--- src/rtl/uart_tx_fifo.sv ---
// Buffered 8N1 UART transmitter: a small byte FIFO feeding a start/data/stop serialiser
// that derives its own bit timing from the system clock.
module uart_tx_fifo #(
  parameter int unsigned CLK_FREQ   = 50_000_000,
  parameter int unsigned BAUD       = 9600,
  parameter int unsigned FIFO_DEPTH = 4
) (
  input  logic       clk,
  input  logic       reset,
  input  logic [7:0] wr_data,
  input  logic       wr_en,
  output logic       full,
  output logic       empty,
  output logic       tx,
  output logic       tx_busy,
  output logic       tx_done_tick
);

  localparam int unsigned CLKS_PER_BIT = CLK_FREQ / BAUD;
  localparam int unsigned CNT_W        = (CLKS_PER_BIT > 1) ? $clog2(CLKS_PER_BIT) : 1;
  localparam int unsigned PTR_W        = $clog2(FIFO_DEPTH);
  localparam int unsigned FCNT_W       = PTR_W + 1;

  localparam logic [CNT_W-1:0]  BAUD_LAST = CNT_W'(CLKS_PER_BIT - 1);
  localparam logic [FCNT_W-1:0] FIFO_FULL = FCNT_W'(FIFO_DEPTH);

  localparam logic [1:0] S_IDLE  = 2'd0;
  localparam logic [1:0] S_START = 2'd1;
  localparam logic [1:0] S_DATA  = 2'd2;
  localparam logic [1:0] S_STOP  = 2'd3;

  logic [7:0]        mem [FIFO_DEPTH];
  logic [PTR_W-1:0]  wr_ptr;
  logic [PTR_W-1:0]  rd_ptr;
  logic [FCNT_W-1:0] count;
  logic [FCNT_W-1:0] count_n;
  logic              push;
  logic              pop;

  logic [1:0]        state;
  logic [1:0]        state_n;
  logic [CNT_W-1:0]  baud_cnt;
  logic [CNT_W-1:0]  baud_n;
  logic [2:0]        bit_idx;
  logic [2:0]        bit_n;
  logic [7:0]        shift;
  logic [7:0]        shift_n;
  logic              tx_n;
  logic              busy_n;
  logic              done_n;
  logic              baud_last;

  // FIFO bookkeeping; full/empty come from the registered flags so a write while full is dropped
  always_comb begin
    push    = wr_en && !full;
    count_n = count;
    case ({push, pop})
      2'b10:   count_n = count + FCNT_W'(1);
      2'b01:   count_n = count - FCNT_W'(1);
      default: count_n = count;
    endcase
  end

  always_ff @(posedge clk or posedge reset) begin
    if (reset) begin
      wr_ptr <= '0;
      rd_ptr <= '0;
      count  <= '0;
      full   <= 1'b0;
      empty  <= 1'b1;
    end else begin
      if (push) wr_ptr <= wr_ptr + PTR_W'(1);
      if (pop)  rd_ptr <= rd_ptr + PTR_W'(1);
      count <= count_n;
      full  <= (count_n == FIFO_FULL);
      empty <= (count_n == '0);
    end
  end

  always_ff @(posedge clk) begin
    if (push) mem[wr_ptr] <= wr_data;
  end

  // Serialiser next-state logic; the popped byte is copied into shift so the FIFO head stays untouched
  always_comb begin
    state_n   = state;
    baud_n    = baud_cnt;
    bit_n     = bit_idx;
    shift_n   = shift;
    tx_n      = tx;
    pop       = 1'b0;
    baud_last = (baud_cnt == BAUD_LAST);
    case (state)
      S_IDLE: begin
        tx_n = 1'b1;
        if (!empty) begin
          pop     = 1'b1;
          shift_n = mem[rd_ptr];
          state_n = S_START;
          baud_n  = '0;
          tx_n    = 1'b0;
        end
      end
      S_START: begin
        if (baud_last) begin
          state_n = S_DATA;
          bit_n   = 3'd0;
          baud_n  = '0;
          tx_n    = shift[0];
        end else begin
          baud_n = baud_cnt + CNT_W'(1);
        end
      end
      S_DATA: begin
        if (baud_last) begin
          baud_n = '0;
          if (bit_idx == 3'd7) begin
            state_n = S_STOP;
            tx_n    = 1'b1;
          end else begin
            bit_n   = bit_idx + 3'd1;
            shift_n = {1'b0, shift[7:1]};
            tx_n    = shift_n[0];
          end
        end else begin
          baud_n = baud_cnt + CNT_W'(1);
        end
      end
      default: begin
        if (baud_last) begin
          baud_n = '0;
          if (!empty) begin
            pop     = 1'b1;
            shift_n = mem[rd_ptr];
            state_n = S_START;
            tx_n    = 1'b0;
          end else begin
            state_n = S_IDLE;
            tx_n    = 1'b1;
          end
        end else begin
          baud_n = baud_cnt + CNT_W'(1);
        end
      end
    endcase
    busy_n = (state_n != S_IDLE);
    // registered tick lands on the last stop-bit cycle
    done_n = (state_n == S_STOP) && (baud_n == BAUD_LAST);
  end

  always_ff @(posedge clk or posedge reset) begin
    if (reset) begin
      state        <= S_IDLE;
      baud_cnt     <= '0;
      bit_idx      <= '0;
      shift        <= '0;
      tx           <= 1'b1;
      tx_busy      <= 1'b0;
      tx_done_tick <= 1'b0;
    end else begin
      state        <= state_n;
      baud_cnt     <= baud_n;
      bit_idx      <= bit_n;
      shift        <= shift_n;
      tx           <= tx_n;
      tx_busy      <= busy_n;
      tx_done_tick <= done_n;
    end
  end

endmodule

--- config.mk ---
export PLATFORM = sky130hd
export DESIGN_NAME = uart_tx_fifo
export DESIGN_NICKNAME = d
export VERILOG_FILES = /design/src/rtl/uart_tx_fifo.sv
export SDC_FILE = /design/constraint.sdc
export NUM_CORES = 1
export LEC_CHECK = 0
export CORE_UTILIZATION = 26
export DETAILED_ROUTE_END_ITERATION = 8
export SLEW_MARGIN = 20
export SYNTH_ARGS = -nofsm -noshare
export SYNTH_HDL_FRONTEND = slang
export SYNTH_SLANG_ARGS = --single-unit
--- constraint.sdc ---
create_clock -name clk -period 8 [get_ports clk]
set_input_delay 0.8 -clock clk [delete_from_list [all_inputs] [get_ports clk]]
set_output_delay 0.8 -clock clk [all_outputs]
set_load 0.02 [all_outputs]
# Word-level counts from Yosys, hierarchy flattened
# Memory sizes are Yosys's and may differ from the RTL's.
# Index checks and enable logic that the tools add are counted.
classes:
  n_eq_ne: 12
  n_mux: 31
  n_bitwise: 1
  reduce_logical: 12
  add_sub_neg: 6
ops:
  columns: ["cell", "n"]
  rows:
  - ["$mux 13", 3]
  - ["$mux 8", 4]
  - ["$eq 13x13->1 const B", 2]
  - ["$pmux 8 s3", 1]
  - ["$add 13x1->13 const B", 1]
  - ["$pmux 3 s2", 2]
  - ["$mux 1", 10]
  - ["$mux 2", 5]
  - ["$mux 3", 3]
  - ["$reduce_and 4->1", 2]
  - ["$add 3x1->3 const B", 2]
  - ["$eq 2x2->1 const B", 3]
  - ["$eq 3x3->1 const B", 2]
  - ["$ne 2x2->1 const B", 3]
  - ["$pmux 2 s3", 1]
  - ["$reduce_bool 2->1", 3]
  - ["$add 2x1->2 const B", 2]
  - ["$eq 2x1->1 const B", 2]
  - ["$logic_not 3->1", 1]
  - ["$pmux 1 s3", 1]
  - ["$reduce_and 3->1", 1]
  - ["$sub 3x1->3 const B", 1]
  - ["$logic_and 1x1->1", 2]
  - ["$logic_not 2->1", 1]
  - ["other kinds (4)", 4]
word_totals:
  output_inout_bits: 5
  register_bits: 38
  mem_count: 1
  ram_bits: 32
mem_list:
  columns: ["name", "words", "width", "read_ports", "rd_clocked_by_memory_dff", "write_ports", "line", "text"]
  rows:
  - ["mem", 4, 8, 1, 0, 1, "32", "logic [7:0] mem [FIFO_DEPTH];"]

# Depth between registers and ports, before layout
# Gate-level depths: netlist of the first run.
depth:
  word_depth: 6
  ltp_mapped: 12
  depth_no_buf: 11

# Worst setup path before layout of the first run
# No wires, ideal clock.
synth_timing:
  path_kind: "reg2reg"
  from: "register state[0]"
  to: "register full"
  period_less_slack_ns: 2.903
  path_stages_with_launch: 12
  path_buffers: 1
  slack_ns: 5.097
  arrival_time_ns: 2.830
  path_cell_list: "dfrtp_1 -> inv_1 -> ha_1 -> clkbuf_1 -> inv_1 -> mux2_2 -> nor2_1 -> ha_1 -> fa_1 -> mux2_2 -> or2_2 -> nor2b_1"
synth_via:
  elab_chain_len: 6
synth_rtl:
  columns: ["item", "line", "text"]
  rows:
  - ["start: declaration", "40", "logic [1:0] state;"]
  - ["start signal: assignment", "161", "state <= state_n;"]
  - ["$eq 2x2->1 / $eq 2x1->1 (equally long branches)", "93", "case (state)"]
  - ["$reduce_or 2->1 (no line)", null, null]
  - ["$pmux 1 s2 (*)", "93", null]
  - ["$eq 2x1->1 / $eq 2x2->1 (equally long branches)", "57", "case ({push, pop})"]
  - ["$pmux 3 s2 (*)", "57", null]
  - ["net count_n[1]", "36", "logic [FCNT_W-1:0] count_n;"]
  - ["$eq 3x3->1 (*)", "75", "full <= (count_n == FIFO_FULL);"]
  - ["end signal: assignment", "75", null]
  - ["end: declaration", "12", "output logic full,"]
# The timed path passes the listed nets; every way through them passes the cells marked *.
# A chain may end at the register's enable or synchronous reset.

# Final worst setup path of the first run
layout_timing:
  from: "register baud_cnt[0]"
  to: "register full"
layout_via:
  elab_chain_len: 6
layout_rtl:
  columns: ["item", "line", "text"]
  rows:
  - ["start: declaration", "42", "logic [CNT_W-1:0] baud_cnt;"]
  - ["start signal: assignment", "162", "baud_cnt <= baud_n;"]
  - ["$eq 13x13->1 (*)", "92", "baud_last = (baud_cnt == BAUD_LAST);"]
  - ["$mux 1 (*)", "130", "if (baud_last) begin"]
  - ["$pmux 1 s2 (*)", "93", null]
  - ["$eq 2x1->1 / $eq 2x2->1 (equally long branches)", "57", null]
  - ["$pmux 3 s2 (*)", "57", null]
  - ["net count_n[1]", "36", null]
  - ["$eq 3x3->1 (*)", "75", null]
# Marked as above.

==> metrics.txt, run 1 <==
Pre-Repair DR Iteration Count 4; Worst-Margin Slew 0.729 ns; r2r worst-path depth 10; final net count around 320; total wire length around 6.3 mm; number of inserted diodes 0; Hold Crit Class flop to flop; top-level I/O count 16; Worst Path Arrival around 3.5 ns; max-capacitance violation count 0; Cell Count, Final, Fillers Out about 470; Fmax achieved around 310 MHz; main flop type after synthesis sky130_fd_sc_hd__dfrtp_1; x dimension of the die 116 um; number of synthesized flops with an enable pin 32; hold buffer count at CTS 0; core area between 0.01 and 0.015 mm2; cell with the most instances after synthesis sky130_fd_sc_hd__dfrtp_1; startpoint of the most critical register-to-register path baud_cnt[0]$_DFF_PP0_; post-DP HPWL 4.37 mm; antenna violations before repair 0; Via-to-Cell Ratio around 4.6; clock root buffer sky130_fd_sc_hd__clkbuf_16; Slew Limit Headroom between 50% and 60%; number of buffers inserted by port buffering 15; worst endpoint required time ~8.3 ns; parity-gate share of the synthesized area counting xor and xnor cells 2.07%; total negative slack 0 ns; post-synthesis share of cell area spent on full adders, half adders and majority gates ~5%; multi-input gate area in the final layout 0.00137 mm2; filler cell count 1283; Gates resized, CTS repair 0; final standard cell area without fillers 0.00399 mm2; worst r2r dst full$_DFF_PP0_; placement-stage cell area 0.00370 mm2; result of the run finished, final reports clean; max-slew violations 0; minimum setup slack among reg-to-reg paths about 4.8 ns; detailed-route DRC error count 0; maximum number of pins on one net before global-route repair 39; kind of critical path flop to flop; total overflow reported by the global router 0; largest family of logic cells by synthesized area simple AND/OR/NAND/NOR gates; overall die area 0.0135 mm2; most common library cells after synthesis sky130_fd_sc_hd__dfrtp_1 (36), sky130_fd_sc_hd__edfxtp_1 (32), sky130_fd_sc_hd__nand2_1 (28), sky130_fd_sc_hd__o21ai_0 (19), sky130_fd_sc_hd__nor2_1 (18); Hold Fails Final Rpt 0; synthesis-to-finish area growth 17.6%; layout cells sized above 1 a little over an eighth; number of design-rule violations left by the first detailed-router iteration between 100 and 150; DR vias around 2200; total setup violations reported at the end of the flow 0; area fraction in compound gates after synthesis 10.4%; cts bufs inserted 9; CTS max path bufs 2; standard-cell rows between 40 and 50; CTS H-tree depth 3; GR Util All Layers roughly a tenth; Crit. Startpoint baud_cnt[0]$_DFF_PP0_; mean post-synth cell area around 12 um2; fraction of synthesized cell area taken by the top area cell type between 20% and 30%; Tot Pwr about 1.3 mW; power density normalized to cell area between 300 and 400 mW/mm2; RSZ-0062 raised after global routing no; effective utilization at floorplan between 20% and 30%; number of warnings issued by yosys 0; clock period minus worst slack between 3 and 4 ns; global-route wire length before repair 10.7 mm; weighted congestion at the end of routability-driven global placement 0.820; most area-hungry cell type in the Yosys netlist sky130_fd_sc_hd__edfxtp_1; remaining antenna violation count 0; synthesized-area fraction occupied by and/or/nand/nor cells between 10 and 15%; clock-pin slew on the worst setup and hold paths 0.06 ns; maximum fanout along the worst path 9; buffer count from post-CTS setup fixing 0; cells after synthesis between 200 and 300; Inst Count DP 456; post-route fraction of the period consumed by the critical path around 40%; sequential cell area in the final layout 0.00191 mm2; synthesized cell area roughly 0.0034 mm2; maximum clock skew at final layout ~0.012 ns; net count after synthesis a little over 300; endpoint of the most critical setup path full$_DFF_PP0_; worst ir drop on vdd ~180 uV; clock latency of the later-clocked register in the worst-skew pair between 0.3 and 0.4 ns; nature of the critical path startpoint flop; biggest area contributors in the synthesized netlist sky130_fd_sc_hd__edfxtp_1 (28%), sky130_fd_sc_hd__dfrtp_1 (27%), sky130_fd_sc_hd__mux4_2 (5.3%); fraction of synthesized area in multiplexers between 8 and 9%; overall die height 116 um; standby leakage power roughly 1.5 nW; vias in the first global route roughly 2100; average detailed-routed wire length per instance approximately 13 um; Cell variety after synth 56; number of clock sinks seen by CTS 70; fraction of registers with async set or reset after synthesis between 50% and 60%; CTS tree done; CP Capture Type flop; post-synthesis sequential area ratio about 56%; flop and latch count out of synthesis 70
## metal layers
metal | wire [um] | track usage [%] | vias to the layer above
li1 | - | - | 1058
met1 | 3080 | 13.7 | 1069
met2 | 2890 | 16.1 | 37
met3 | 190 | 2.49 | 7
met4 | 94 | 4.44 | 0
met5 | 0 | 0 | -
## worst min path at each step
stage | from | end | slack (ns) | cells after the start
2_1_floorplan | count[2]$_DFF_PP0_ | count[2]$_DFF_PP0_ | 0.45 | 1
3_3_place_gp | bit_idx[1]$_DFFE_PP0P_ | bit_idx[1]$_DFFE_PP0P_ | 0.47 | 2
3_5_place_dp | count[2]$_DFF_PP0_ | count[2]$_DFF_PP0_ | 0.47 | 1
4_1_cts | count[2]$_DFF_PP0_ | count[2]$_DFF_PP0_ | 0.48 | 1
5_1_grt | count[2]$_DFF_PP0_ | count[2]$_DFF_PP0_ | 0.52 | 1
6_report | count[2]$_DFF_PP0_ | count[2]$_DFF_PP0_ | 0.48 | 1
## sequential cells by signal, indices dropped and copies added (netlist names)
signal        flops
empty             1
mem              32
wr_ptr            2
baud_cnt         13
state             2
tx                1
shift             8
rd_ptr            2
full              1
bit_idx           3
count             3
tx_done_tick      1
tx_busy           1
## worst max-delay path, stage by stage (launching register included)
cell and delay (ns):
sky130_fd_sc_hd__dfrtp_1 0.43, sky130_fd_sc_hd__ha_1 0.29, sky130_fd_sc_hd__and4bb_2 0.31, sky130_fd_sc_hd__nand3_2 0.18, sky130_fd_sc_hd__mux2_2 0.32, sky130_fd_sc_hd__nor2_1 0.21
sky130_fd_sc_hd__ha_1 0.26, sky130_fd_sc_hd__fa_1 0.43, sky130_fd_sc_hd__mux2_2 0.28, sky130_fd_sc_hd__or2_2 0.31, sky130_fd_sc_hd__nor2b_1 0.12
## cell type report
cell class,count,area share [%]
flip-flops and latches,70,48.0
multi-input cells,186,34.3
clock buffers,9,5.64
well taps,172,5.39
repair buffers,16,3.95
clock inverters,7,1.60
inverters,12,1.13
## placed cells by master (no fill, tap or decap), types with 2 or more instances in the layout
master / netlist / layout
sky130_fd_sc_hd__dfrtp_1: 36 / 36
sky130_fd_sc_hd__edfxtp_1: 32 / 32
sky130_fd_sc_hd__nand2_1: 28 / 28
sky130_fd_sc_hd__o21ai_0: 19 / 19
sky130_fd_sc_hd__nor2_1: 18 / 18
sky130_fd_sc_hd__clkdlybuf4s50_1: 0 / 15
sky130_fd_sc_hd__inv_1: 12 / 12
sky130_fd_sc_hd__ha_1: 12 / 12
sky130_fd_sc_hd__a21oi_1: 10 / 10
sky130_fd_sc_hd__nand3_1: 10 / 10
sky130_fd_sc_hd__clkbuf_16: 0 / 9
sky130_fd_sc_hd__mux4_2: 8 / 8
sky130_fd_sc_hd__mux2i_1: 7 / 7
sky130_fd_sc_hd__and2_1: 7 / 7
sky130_fd_sc_hd__xnor2_1: 6 / 6
sky130_fd_sc_hd__o31ai_1: 5 / 5
sky130_fd_sc_hd__nand4_1: 4 / 4
sky130_fd_sc_hd__a31oi_1: 3 / 3
sky130_fd_sc_hd__or3_1: 3 / 3
sky130_fd_sc_hd__nor3_1: 3 / 3
sky130_fd_sc_hd__inv_6: 0 / 3
sky130_fd_sc_hd__a21oi_2: 2 / 2
sky130_fd_sc_hd__mux2_2: 2 / 2
sky130_fd_sc_hd__xor2_1: 2 / 2
sky130_fd_sc_hd__nor2b_1: 2 / 2
sky130_fd_sc_hd__and3_1: 2 / 2
sky130_fd_sc_hd__a21o_1: 2 / 2
sky130_fd_sc_hd__o21ai_1: 2 / 2
sky130_fd_sc_hd__o211ai_1: 2 / 2
sky130_fd_sc_hd__nand2b_1: 2 / 2
sky130_fd_sc_hd__inv_8: 0 / 2
sky130_fd_sc_hd__clkinvlp_4: 0 / 2
sky130_fd_sc_hd__dfstp_2: 2 / 2
## kinds of logic (layout without fill, tap and decap cells)
group / Yosys count / count (layout)
AO/OA/AOI/OAI: 55 / 55
adder cells (fa/ha/maj): 13 / 13
flip-flops: 70 / 70
buffers and inverters: 24 / 44
multiplexers: 17 / 17
AND/OR/NAND/NOR: 93 / 93
XOR/XNOR: 8 / 8
## metrics by stage
step | utilization [%] | setup WS (ns) | hold slack (ns)
2_1_floorplan | - | 5.10 | 0.446
3_3_place_gp | 29.2 | 4.89 | 0.470
3_5_place_dp | 29.2 | 4.78 | 0.474
4_1_cts | 31.5 | 4.78 | 0.482
5_1_grt | 31.5 | 4.56 | 0.515
6_report | 31.5 | 4.80 | 0.482
## where the power goes
| part | switching [mW] | leakage, nW | internal (mW) |
|---|---|---|---|
| Combinational | 0.202 | 0.563 | 0.174 |
| Clock | 0.165 | 0.137 | 0.217 |
| Sequential | 0.0734 | 0.770 | 0.472 |
| Total | 0.440 | 1.47 | 0.864 |
No activity file was read; power rests on OpenSTA's default activity.
==> run 2: changes to the inputs <==
==> constraint.sdc (replaced) <==
create_clock -name clk -period 3 [get_ports clk]
set_input_delay 0.3 -clock clk [delete_from_list [all_inputs] [get_ports clk]]
set_output_delay 0.3 -clock clk [all_outputs]
set_load 0.02 [all_outputs]
==> metrics.txt, run 2 (synthesized netlist as in run 1, its figures left out) <==
leading cell type in the layout, fill and taps excluded sky130_fd_sc_hd__dfrtp_1; final standard cell area without fillers 0.00405 mm2 (+1.4%); synthesis-to-finish area growth 19.3%; smallest hold slack 0.387 ns (-0.0955 ns); result of the run finished, final reports clean; layer with the highest usage after global routing met2; Inst Count DP 465 (+2.0%); total negative slack 0 ns (unchanged); number of clock sinks seen by CTS 70 (unchanged); number of inserted diodes 0 (unchanged); clock period minus worst slack 2.81 ns (-0.396 ns); detailed-route DRC error count 0 (unchanged); standard-cell rows 41 (unchanged); total wire length 6.30 mm (+0.80%); standby leakage power 1.51 nW (+2.8%); Cell Count, Final, Fillers Out 481 (+1.9%); nature of the critical path startpoint flop; clock latency of the later-clocked register in the worst-skew pair 0.33 ns (about the same); kind of critical path flop to flop; Biggest register mem; CP Capture Type flop; max-capacitance violation count 0 (unchanged); GR Util met1 13.7% (about the same); worst ir drop on vdd 403 uV (+120%); vias in the first global route 2139 (+2.0%); top-level I/O count 16 (unchanged); Global Route met2 Usage 15.7% (-0.32 points); Worst Path Arrival 3.07 ns (-0.39 ns); total overflow reported by the global router 0 (unchanged); post-layout worst setup margin 0.195 ns (-4.60 ns); CTS max path bufs 2 (unchanged); RSZ-0062 raised after global routing no; antenna violations before repair 0 (unchanged); placement-stage cell area 0.00377 mm2 (+1.8%); effective utilization at floorplan 26.8% (unchanged); flip-flop count of the largest register, all copies and words added 32 (unchanged); number of buffers inserted by port buffering 15 (unchanged); x dimension of the die 116 um (unchanged); overall die height 116 um (unchanged); CTS H-tree depth 3 (unchanged); power density normalized to cell area 856 mW/mm2 (+160%); Hold Fails Final Rpt 0 (unchanged); global-route wire length before repair 10.7 mm (+0.25%); Slew Limit Headroom 59.8% (+8.4 points); post-route fraction of the period consumed by the critical path 93.5% (+53 points); hold buffer count at CTS 0 (unchanged); average detailed-routed wire length per instance 13.1 um (-1.1%); Via-to-Cell Ratio 4.47 (-2.7%); most frequent cells in the layout sky130_fd_sc_hd__dfrtp_1 (35), sky130_fd_sc_hd__edfxtp_1 (32), sky130_fd_sc_hd__nand2_1 (28), sky130_fd_sc_hd__o21ai_0 (19), sky130_fd_sc_hd__nor2_1 (18); DR vias 2152 (-0.88%); minimum setup slack among reg-to-reg paths 0.19 ns (-4.60 ns); buffer count from post-CTS setup fixing 0 (unchanged); Pre-Repair DR Iteration Count 4 (unchanged); total setup violations reported at the end of the flow 0 (unchanged); GR Util All Layers 10.4% (+0.13 points); clock-pin slew on the worst setup and hold paths 0.06 ns (about the same); clock root buffer sky130_fd_sc_hd__clkbuf_16; remaining antenna violation count 0 (unchanged); filler cell count 1299 (+1.2%); maximum number of pins on one net before global-route repair 39 (unchanged); max-slew violations 0 (unchanged); worst endpoint required time 3.26 ns (-4.99 ns); met3 Use GR 2.85% (+0.36 points); CTS tree done; weighted congestion at the end of routability-driven global placement 0.820 (about the same); overall die area 0.0135 mm2 (unchanged); Fmax achieved 356 MHz (+14%); Hold Crit Class input pin to asynchronous set/reset pin; maximum clock skew at final layout 0.00628 ns (-0.00560 ns); setup slack after placement 0.178 ns (-4.60 ns); layout cells sized above 1 15.5% (+2.5 points); cts bufs inserted 9 (unchanged); maximum fanout along the worst path 7 (-2); core area 0.0127 mm2 (unchanged); final net count 328 (+2.8%); post-DP HPWL 4.41 mm (+0.91%); Worst-Margin Slew 0.603 ns (-0.127 ns); number of design-rule violations left by the first detailed-router iteration 101 (-8.2%); largest registers ranked by flip-flop count mem (32), baud_cnt (13), shift (8)
==> run 2: path summary, 6_finish.rpt <==
| check | depth (start not counted) | start | end |
|---|---|---|---|
| worst max-delay path | 10 | baud_cnt[0]$_DFF_PP0_ | full$_DFF_PP0_ |
| worst min-delay path | 3 | reset | wr_ptr[1]$_DFFE_PP0P_ |
| worst max register to register | 10 | baud_cnt[0]$_DFF_PP0_ | full$_DFF_PP0_ |
| worst min register to register | 1 | count[2]$_DFF_PP0_ | count[2]$_DFF_PP0_ |
| max in group asynchronous | 3 | reset | baud_cnt[0]$_DFF_PP0_ |
| min in group clk | 1 | count[2]$_DFF_PP0_ | count[2]$_DFF_PP0_ |
==> run 2: per-layer routing <==
metal / share of wire [%] / routed length, um / vias to the layer above
met5: 0 / 0 / -
met4: 2.2 / 139 / 0
met3: 4.1 / 258 / 13
met2: 45 / 2840 / 47
met1: 49 / 3060 / 1015
li1: - / - / 1077
==> run 2: area by class of cell <==
class                      instances  area [um2]  area share, %
sequential                        70        1920           47.3
multi-input combinational        186        1370           33.8
clock buffer                      10         229           5.66
timing repair buffer              25         225           5.57
tap                              172         215           5.32
clock inverter                     6        47.5           1.18
inverter                          12        45.0           1.11
==> run 2: what timing repair did <==
action | in CTS | in global routing
gates resized for setup | 0 | 1
endpoints found under the hold margin | 0 | 0
endpoints found under the setup margin | 0 | 2
==> run 2: worst max-delay path: stages (launching register included) <==
cell and delay [ns]:
sky130_fd_sc_hd__dfrtp_2 0.41, sky130_fd_sc_hd__ha_1 0.19, sky130_fd_sc_hd__and4bb_2 0.28, sky130_fd_sc_hd__nand3_2 0.09, sky130_fd_sc_hd__mux2_2 0.28, sky130_fd_sc_hd__nor2_1 0.14, sky130_fd_sc_hd__ha_1 0.23, sky130_fd_sc_hd__fa_1 0.43
sky130_fd_sc_hd__mux2_2 0.28, sky130_fd_sc_hd__or2_2 0.30, sky130_fd_sc_hd__nor2b_1 0.11
==> run 2: where the power goes <==
part / leakage (nW) / total (mW) / switching [mW] / internal, mW
sequential: 0.768 / 1.46 / 0.198 / 1.26
clock: 0.133 / 0.969 / 0.405 / 0.564
combinational: 0.609 / 1.04 / 0.544 / 0.494
total: 1.51 / 3.46 / 1.15 / 2.32
==> run 2: metrics by stage <==
stage | utilization, % | power, mW
2_1_floorplan | - | 2.22
3_3_place_gp | 29.7 | 2.48
3_5_place_dp | 29.7 | 2.52
4_1_cts | 31.9 | 3.50
5_1_grt | 31.9 | 3.69
6_report | 31.9 | 3.46
==> run 3: changes to the inputs <==
--- a/config.mk
+++ b/config.mk
@@ -5,6 +5,7 @@
 export SDC_FILE = /design/constraint.sdc
 export NUM_CORES = 1
 export LEC_CHECK = 0
+export CAP_MARGIN = 15
 export CORE_UTILIZATION = 26
 export DETAILED_ROUTE_END_ITERATION = 8
 export SLEW_MARGIN = 20
==> results of run 3 <==
The final DEF is identical to that of run 2; final timing and power are the same.
